<file path="config.mk">
export PLATFORM = sky130hd
export DESIGN_NAME = systolic_pe
export DESIGN_NICKNAME = d
export VERILOG_FILES = /design/src/rtl/systolic_pkg.sv /design/src/rtl/pe_mac_unit.sv /design/src/rtl/systolic_pe.sv
export SDC_FILE = /design/constraint.sdc
export NUM_CORES = 1
export LEC_CHECK = 0
export ABC_AREA = 0
export CAP_MARGIN = 25
export CORE_ASPECT_RATIO = 0.5
export CORE_MARGIN = 1
export CORE_UTILIZATION = 50
export CTS_BUF_LIST = sky130_fd_sc_hd__clkbuf_8
export DETAILED_ROUTE_END_ITERATION = 8
export GPL_TIMING_DRIVEN = 0
export HOLD_SLACK_MARGIN = 0.1
export PLACE_DENSITY = 0.84
export SLEW_MARGIN = 20
export SYNTH_ARGS = -nofsm -noshare
export SYNTH_HDL_FRONTEND = slang
export SYNTH_HIERARCHICAL = 1
export SYNTH_SLANG_ARGS = --single-unit
</file>
<file path="constraint.sdc">
create_clock -name clk -period 6.9 [get_ports clk]
set_input_delay 0.69 -clock clk [delete_from_list [all_inputs] [get_ports clk]]
set_output_delay 0.69 -clock clk [all_outputs]
set_load 0.05 [all_outputs]
</file>
<file path="src/rtl/systolic_pkg.sv">
// Shared definitions for the systolic processing element: default widths,
// the PE state type and a generic signed saturation helper used when the
// SYSTOLIC_PE_SATURATE_EN build option is enabled.
package systolic_pkg;

  localparam int DEFAULT_WIDTH     = 32;
  localparam int DEFAULT_ACC_WIDTH = 32;
  localparam int DEFAULT_K_DEPTH   = 4;

  typedef enum logic {
    IDLE  = 1'b0,
    ACCUM = 1'b1
  } pe_state_t;

  // Clamp a 128-bit signed value into the signed range of a w-bit word
  // (w <= 127); the caller truncates the result to w bits.
  function automatic logic signed [127:0] sat_signed(input logic signed [127:0] v,
                                                     input int unsigned         w);
    logic signed [127:0] max_v;
    logic signed [127:0] min_v;
    max_v = (128'sd1 <<< (w - 1)) - 128'sd1;
    min_v = ~max_v;
    if (v > max_v) begin
      return max_v;
    end else if (v < min_v) begin
      return min_v;
    end
    return v;
  endfunction

endpackage

</file>
<file path="src/rtl/pe_mac_unit.sv">
// Combinational multiply-accumulate step for systolic_pe.
// Forms the full-width signed product of the two operands and adds it to the
// incoming accumulator. With SYSTOLIC_PE_SATURATE_EN defined, the product and
// the sum are both clamped to the signed ACC_WIDTH range; otherwise the sum
// wraps modulo 2^ACC_WIDTH.
module pe_mac_unit
  import systolic_pkg::*;
#(
  parameter int WIDTH     = DEFAULT_WIDTH,
  parameter int ACC_WIDTH = DEFAULT_ACC_WIDTH
) (
  input  logic [WIDTH-1:0]     a_i,
  input  logic [WIDTH-1:0]     b_i,
  input  logic [ACC_WIDTH-1:0] acc_i,
  output logic [ACC_WIDTH-1:0] next_acc_o
);

  localparam int PW = 2 * WIDTH;
  // One guard bit above the wider of product and accumulator.
  localparam int XW = ((PW > ACC_WIDTH) ? PW : ACC_WIDTH) + 1;

  logic signed [PW-1:0] prod;
  logic signed [XW-1:0] prod_x;

  assign prod   = $signed(a_i) * $signed(b_i);
  assign prod_x = {{(XW - PW){prod[PW-1]}}, prod};

`ifdef SYSTOLIC_PE_SATURATE_EN
  logic signed [127:0]       prod_sat_w;
  logic signed [ACC_WIDTH-1:0] prod_sat;
  logic signed [ACC_WIDTH:0]   sum_ext;
  logic signed [127:0]       sum_sat_w;

  // Clamp the product first so an oversized product cannot wrap, then add
  // with one guard bit and clamp the sum back onto the rails.
  always_comb begin
    prod_sat_w = sat_signed({{(128 - XW){prod_x[XW-1]}}, prod_x}, ACC_WIDTH);
    prod_sat   = ACC_WIDTH'(prod_sat_w);
    sum_ext    = {acc_i[ACC_WIDTH-1], acc_i} + {prod_sat[ACC_WIDTH-1], prod_sat};
    sum_sat_w  = sat_signed({{(127 - ACC_WIDTH){sum_ext[ACC_WIDTH]}}, sum_ext}, ACC_WIDTH);
    next_acc_o = ACC_WIDTH'(sum_sat_w);
  end
`else
  logic signed [XW-1:0] acc_x;

  // Wrap-around accumulation: only the low ACC_WIDTH bits of the sum survive.
  always_comb begin
    acc_x      = {{(XW - ACC_WIDTH){acc_i[ACC_WIDTH-1]}}, acc_i};
    next_acc_o = ACC_WIDTH'(acc_x + prod_x);
  end
`endif

endmodule

</file>
<file path="src/rtl/systolic_pe.sv">
// Systolic matrix-multiply processing element.
// Forwards the A and B operand streams one register stage downstream and
// accumulates K_DEPTH paired products into one result word with a one-cycle
// valid pulse. Build option: SYSTOLIC_PE_SATURATE_EN selects saturating
// accumulation (see pe_mac_unit); the default build wraps.
module systolic_pe
  import systolic_pkg::*;
#(
  parameter int WIDTH     = DEFAULT_WIDTH,
  parameter int ACC_WIDTH = DEFAULT_ACC_WIDTH,
  parameter int K_DEPTH   = DEFAULT_K_DEPTH
) (
  input  logic                 clk,
  input  logic                 rst,
  input  logic                 a_in_valid,
  input  logic [WIDTH-1:0]     a_in,
  input  logic                 b_in_valid,
  input  logic [WIDTH-1:0]     b_in,
  output logic                 a_out_valid,
  output logic [WIDTH-1:0]     a_out,
  output logic                 b_out_valid,
  output logic [WIDTH-1:0]     b_out,
  output logic [ACC_WIDTH-1:0] result,
  output logic                 result_valid,
  output logic                 pair_error
);

  // Counter is 8 bits wide because K_DEPTH never exceeds 255.
  localparam logic [7:0] K_LAST = 8'(K_DEPTH);

  pe_state_t            state_q, state_d;
  logic [7:0]           cnt_q, cnt_d;
  logic [ACC_WIDTH-1:0] acc_q, acc_d;
  logic [ACC_WIDTH-1:0] result_q, result_d;
  logic                 result_valid_q, result_valid_d;
  logic                 pair_error_q, pair_error_d;

  logic                 a_out_valid_q, b_out_valid_q;
  logic [WIDTH-1:0]     a_out_q, b_out_q;

  logic                 accept;
  logic [ACC_WIDTH-1:0] acc_base;
  logic [ACC_WIDTH-1:0] next_acc;

  assign accept   = a_in_valid & b_in_valid;
  // A fresh sum always starts from zero, independent of the stored accumulator.
  assign acc_base = (state_q == IDLE) ? '0 : acc_q;

  pe_mac_unit #(
    .WIDTH    (WIDTH),
    .ACC_WIDTH(ACC_WIDTH)
  ) u_mac (
    .a_i       (a_in),
    .b_i       (b_in),
    .acc_i     (acc_base),
    .next_acc_o(next_acc)
  );

  // Next-state logic: accept paired products, complete on the K_DEPTH-th one.
  always_comb begin
    state_d        = state_q;
    cnt_d          = cnt_q;
    acc_d          = acc_q;
    result_d       = result_q;
    result_valid_d = 1'b0;
    pair_error_d   = pair_error_q | (a_in_valid ^ b_in_valid);
    if (accept) begin
      if (cnt_q + 8'd1 == K_LAST) begin
        result_d       = next_acc;
        result_valid_d = 1'b1;
        acc_d          = '0;
        cnt_d          = 8'd0;
        state_d        = IDLE;
      end else begin
        acc_d   = next_acc;
        cnt_d   = cnt_q + 8'd1;
        state_d = ACCUM;
      end
    end
  end

  // Accumulator state machine with registered result outputs.
  always_ff @(posedge clk) begin
    if (rst) begin
      state_q        <= IDLE;
      cnt_q          <= 8'd0;
      acc_q          <= '0;
      result_q       <= '0;
      result_valid_q <= 1'b0;
      pair_error_q   <= 1'b0;
    end else begin
      state_q        <= state_d;
      cnt_q          <= cnt_d;
      acc_q          <= acc_d;
      result_q       <= result_d;
      result_valid_q <= result_valid_d;
      pair_error_q   <= pair_error_d;
    end
  end

  // Operand forwarding: unconditional one-cycle delay of data and valid.
  always_ff @(posedge clk) begin
    if (rst) begin
      a_out_valid_q <= 1'b0;
      a_out_q       <= '0;
      b_out_valid_q <= 1'b0;
      b_out_q       <= '0;
    end else begin
      a_out_valid_q <= a_in_valid;
      a_out_q       <= a_in;
      b_out_valid_q <= b_in_valid;
      b_out_q       <= b_in;
    end
  end

  assign a_out_valid  = a_out_valid_q;
  assign a_out        = a_out_q;
  assign b_out_valid  = b_out_valid_q;
  assign b_out        = b_out_q;
  assign result       = result_q;
  assign result_valid = result_valid_q;
  assign pair_error   = pair_error_q;

endmodule

</file>
==> impl_metrics.json <==
{
  "max_stage_delay_ps": 580,
  "finalMaxSlewViolations": 0,
  "grt_overflow": 0,
  "end_kind": "register",
  "nets": 3395,
  "ys_warn_count": 6,
  "r2r-start": "state_q",
  "critPathKind": "register to register",
  "reg2reg_slack_ps": -100,
  "synth.distinct_cells": 49,
  "placed_area_sq_um": 24700,
  "fin_cells": 3338,
  "grt_pass1_vias": 19310,
  "path_clk_slew_ps": 130,
  "first_iter_violations": 1713,
  "netlist_area_sq_um": 22290,
  "antenna_found_initial": 5,
  "status": "finished, violations left",
  "worstHoldEndpoint": "b_out[1]",
  "dp.final_hpwl_mm": 57.45,
  "ctsHoldBuffers": 0,
  "drive_gt1_frac": 0.1502,
  "die_h_um": 151.3,
  "crit_fanout": 10,
  "arrival_ps": 7450,
  "htreeDepth": 4,
  "gp_congestion": 0.9673,
  "boundaryPins": 168,
  "drc": 0,
  "core_area_sq_um": 43780,
  "final_critical_path_setup_slack_ps": -100.0,
  "vias": 18580,
  "start_util": 0.5091,
  "ys_seq_elements": 141,
  "track_usage": 0.3357,
  "reg2reg_depth": 21,
  "cts.sinks": 141,
  "cts.path.max_buffers": 2,
  "whs_path_depth": 2,
  "postLayoutCellArea_sq_um": 27370,
  "syn_nets": 3116,
  "rsz0062_at_grt": "yes",
  "max_slew_margin": 0.3015,
  "grt_max_degree": 19,
  "hold_path.class": "input port to register",
  "numPortBuffers": 166,
  "slowest_stage": "fa_1",
  "setup.worst_path.start_class": "register",
  "synth_edf_count": 0,
  "path_depth": 21,
  "hold_start": "b_in[1]",
  "antenna_left": 0,
  "cts_made_buffers": 17,
  "hold_violations": 0,
  "r2r-end": "acc_q[25]",
  "ctsRootBufferMaster": "clkbuf_8",
  "worstPathCellList": "clkbuf_4 > and2_1 > inv_1 > fa_1 > fa_1 > fa_1 > fa_1 > fa_1 > fa_1 > fa_1 > fa_1 > inv_1 > ha_4 > nand2_4 > or3_4 > o211ai_4 > nand2_1 > buf_4 > xnor2_1 > o211ai_1 > a21oi_1",
  "syn_inst": 2457,
  "tns_ps": -1094,
  "fillers": 3301,
  "grt_pass1_wl_mm": 112.3,
  "clk_latency_ps": 520,
  "async_flop_share": 0,
  "crit_buf_inv": 4,
  "setup_viol_count_final": 16,
  "maxCapViolCount": 0,
  "drt_first_pass_iters": 6,
  "syn_area_per_cell_sq_um": 9.071,
  "cts_tree": "done",
  "violations": "setup timing",
  "synth_ff_type": "dfxtp_1",
  "via_per_inst": 5.566,
  "area.growth.synth_to_final_pct": 22.80,
  "crit_top_cell": "fa_1",
  "wl_per_cell_um": 23.04,
  "fin_crit_ps": 7000,
  "place_inst": 3211,
  "worstMarginPinSlew_ps": 1048,
  "yosysSeqAreaShare": 0.1266,
  "fin_worst_skew_ps": 32.33,
  "wirelength_mm": 76.90,
  "pre_cts_ws_ps": -2166,
  "fmax_mhz": 142.9,
  "die-area_sq_um": 45470,
  "period_share": 1.014,
  "fp-row-count": 54,
  "critPathTopFamily": "adder cells",
  "cp_data_required_time_ps": 7350,
  "die_w_um": 300.6
}
==> per-layer routing <==
| layer | GRT usage | vias to the layer above | routed length [um] |
|---|---|---|---|
| li1 | - | 7734 | - |
| met4 | 0.1556 | 6 | 4451 |
| met1 | 0.4219 | 9214 | 28260 |
| met3 | 0.1221 | 342 | 10770 |
| met2 | 0.5184 | 1282 | 33380 |
| met5 | 0 | - | 37 |
==> worst reg2reg max path, delay by kind of cell (launching register included) <==
kind | cells | cell delay, ps
xor gates and xnor gates | 1 | 250
and+or+nand+nor | 4 | 770
buffers and inverters | 4 | 540
adders and majority gates | 9 | 4480
AOI/OAI and AO/OA | 3 | 510
DFF | 1 | 410
==> layout by cell type, fill, tap and decap left out, types with 64 or more instances in the layout <==
master           instances
and2_1                 293
buf_4                   98
clkdlybuf4s50_1        107
dfxtp_1                140
fa_1                   400
ha_1                   137
inv_1                  514
nand2_1                301
nand2b_1                65
nor2b_1                 68
xnor2_1                 64
==> registers in the layout, indices dropped and copies added (netlist names) <==
signal and flops:
result_valid 1, acc_q 32, b_out 32, state_q 1, a_out_valid 1, a_out 32
b_out_valid 1, result 32, pair_error 1, cnt_q 8
==> worst max path at each step <==
stage | startpoint | end | slack [ps]
final | state_q | acc_q[25] | -100
after global routing | b_in[1] | acc_q[27] | -230
after CTS | a_in[14] | acc_q[31] | 1
after detailed placement | a_in[3] | acc_q[28] | -2170
after global placement | a_in[3] | acc_q[28] | -2090
after floorplan | b_in[2] | acc_q[27] | 5
==> final cells by class <==
| cell class | count | area (sq um) | area share |
|---|---|---|---|
| Buffer | 124 | 1414 | 0.05166 |
| Clock inverter | 15 | 183.9 | 0.006720 |
| Antenna cell | 1 | 2.502 | 0.00009143 |
| Tap cell | 588 | 735.7 | 0.02688 |
| Clock buffer | 17 | 234.0 | 0.008549 |
| Timing Repair Buffer | 265 | 2397 | 0.08759 |
| Sequential cell | 141 | 2826 | 0.1033 |
| Inverter | 538 | 2019 | 0.07379 |
| Multi-Input combinational cell | 1649 | 17560 | 0.6414 |
==> synth_stat cells (3+ instances only) <==
master	n	area, sq um
mux2i_1	33	330.3
nor3_1	3	15.01
ha_1	153	1914
buf_2	6	30.03
buf_8	3	45.04
nand2_1	303	1137
buf_1	5	18.77
o21a_1	4	30.03
xnor2_1	73	639.4
a21o_1	16	120.1
fa_1	438	8768
nand3_1	6	30.03
or3_1	4	25.02
clkbuf_1	110	412.9
xor2_1	21	183.9
a211oi_1	3	22.52
and2_1	303	1896
o21bai_1	5	37.54
dfxtp_1	141	2823
inv_1	537	2016
a21oi_1	59	295.3
nand4_1	6	37.54
o211ai_1	34	255.2
nor2b_1	70	437.9
o21ai_0	8	40.04
nor2_1	15	56.30
o21ai_1	7	35.03
nand2b_1	66	412.9
==> cells by family after synthesis <==
kind of cell               Yosys count  share of synthesized area
and+or+nand+nor                    785                     0.1850
muxes                               33                    0.01482
adders and majority gates          591                     0.4793
xor gates and xnor gates            94                    0.03694
AOI/OAI and AO/OA                  146                    0.04205
buffers and inverters              667                     0.1153
DFF                                141                     0.1266
==> stage by stage <==
stage | util | hold slack, ps
after detailed placement | 0.5642 | 440.2
final | 0.6251 | 407.6
after CTS | 0.6089 | 427.3
after floorplan | - | 427.3
after global routing | 0.6251 | 396.9
after global placement | 0.5642 | 434.1
==> repair_timing <==
item / CTS / global route
setup buffers: 57 / 39
resized for setup: 469 / 210
pin swaps: 62 / 109
cloned: 1 / 2
hold endpoints to repair: 0 / 0
setup endpoints to repair: 42 / 32
Power is not shown: default switching activity piles up to over one toggle a cycle in this logic, so the estimate is an artifact.
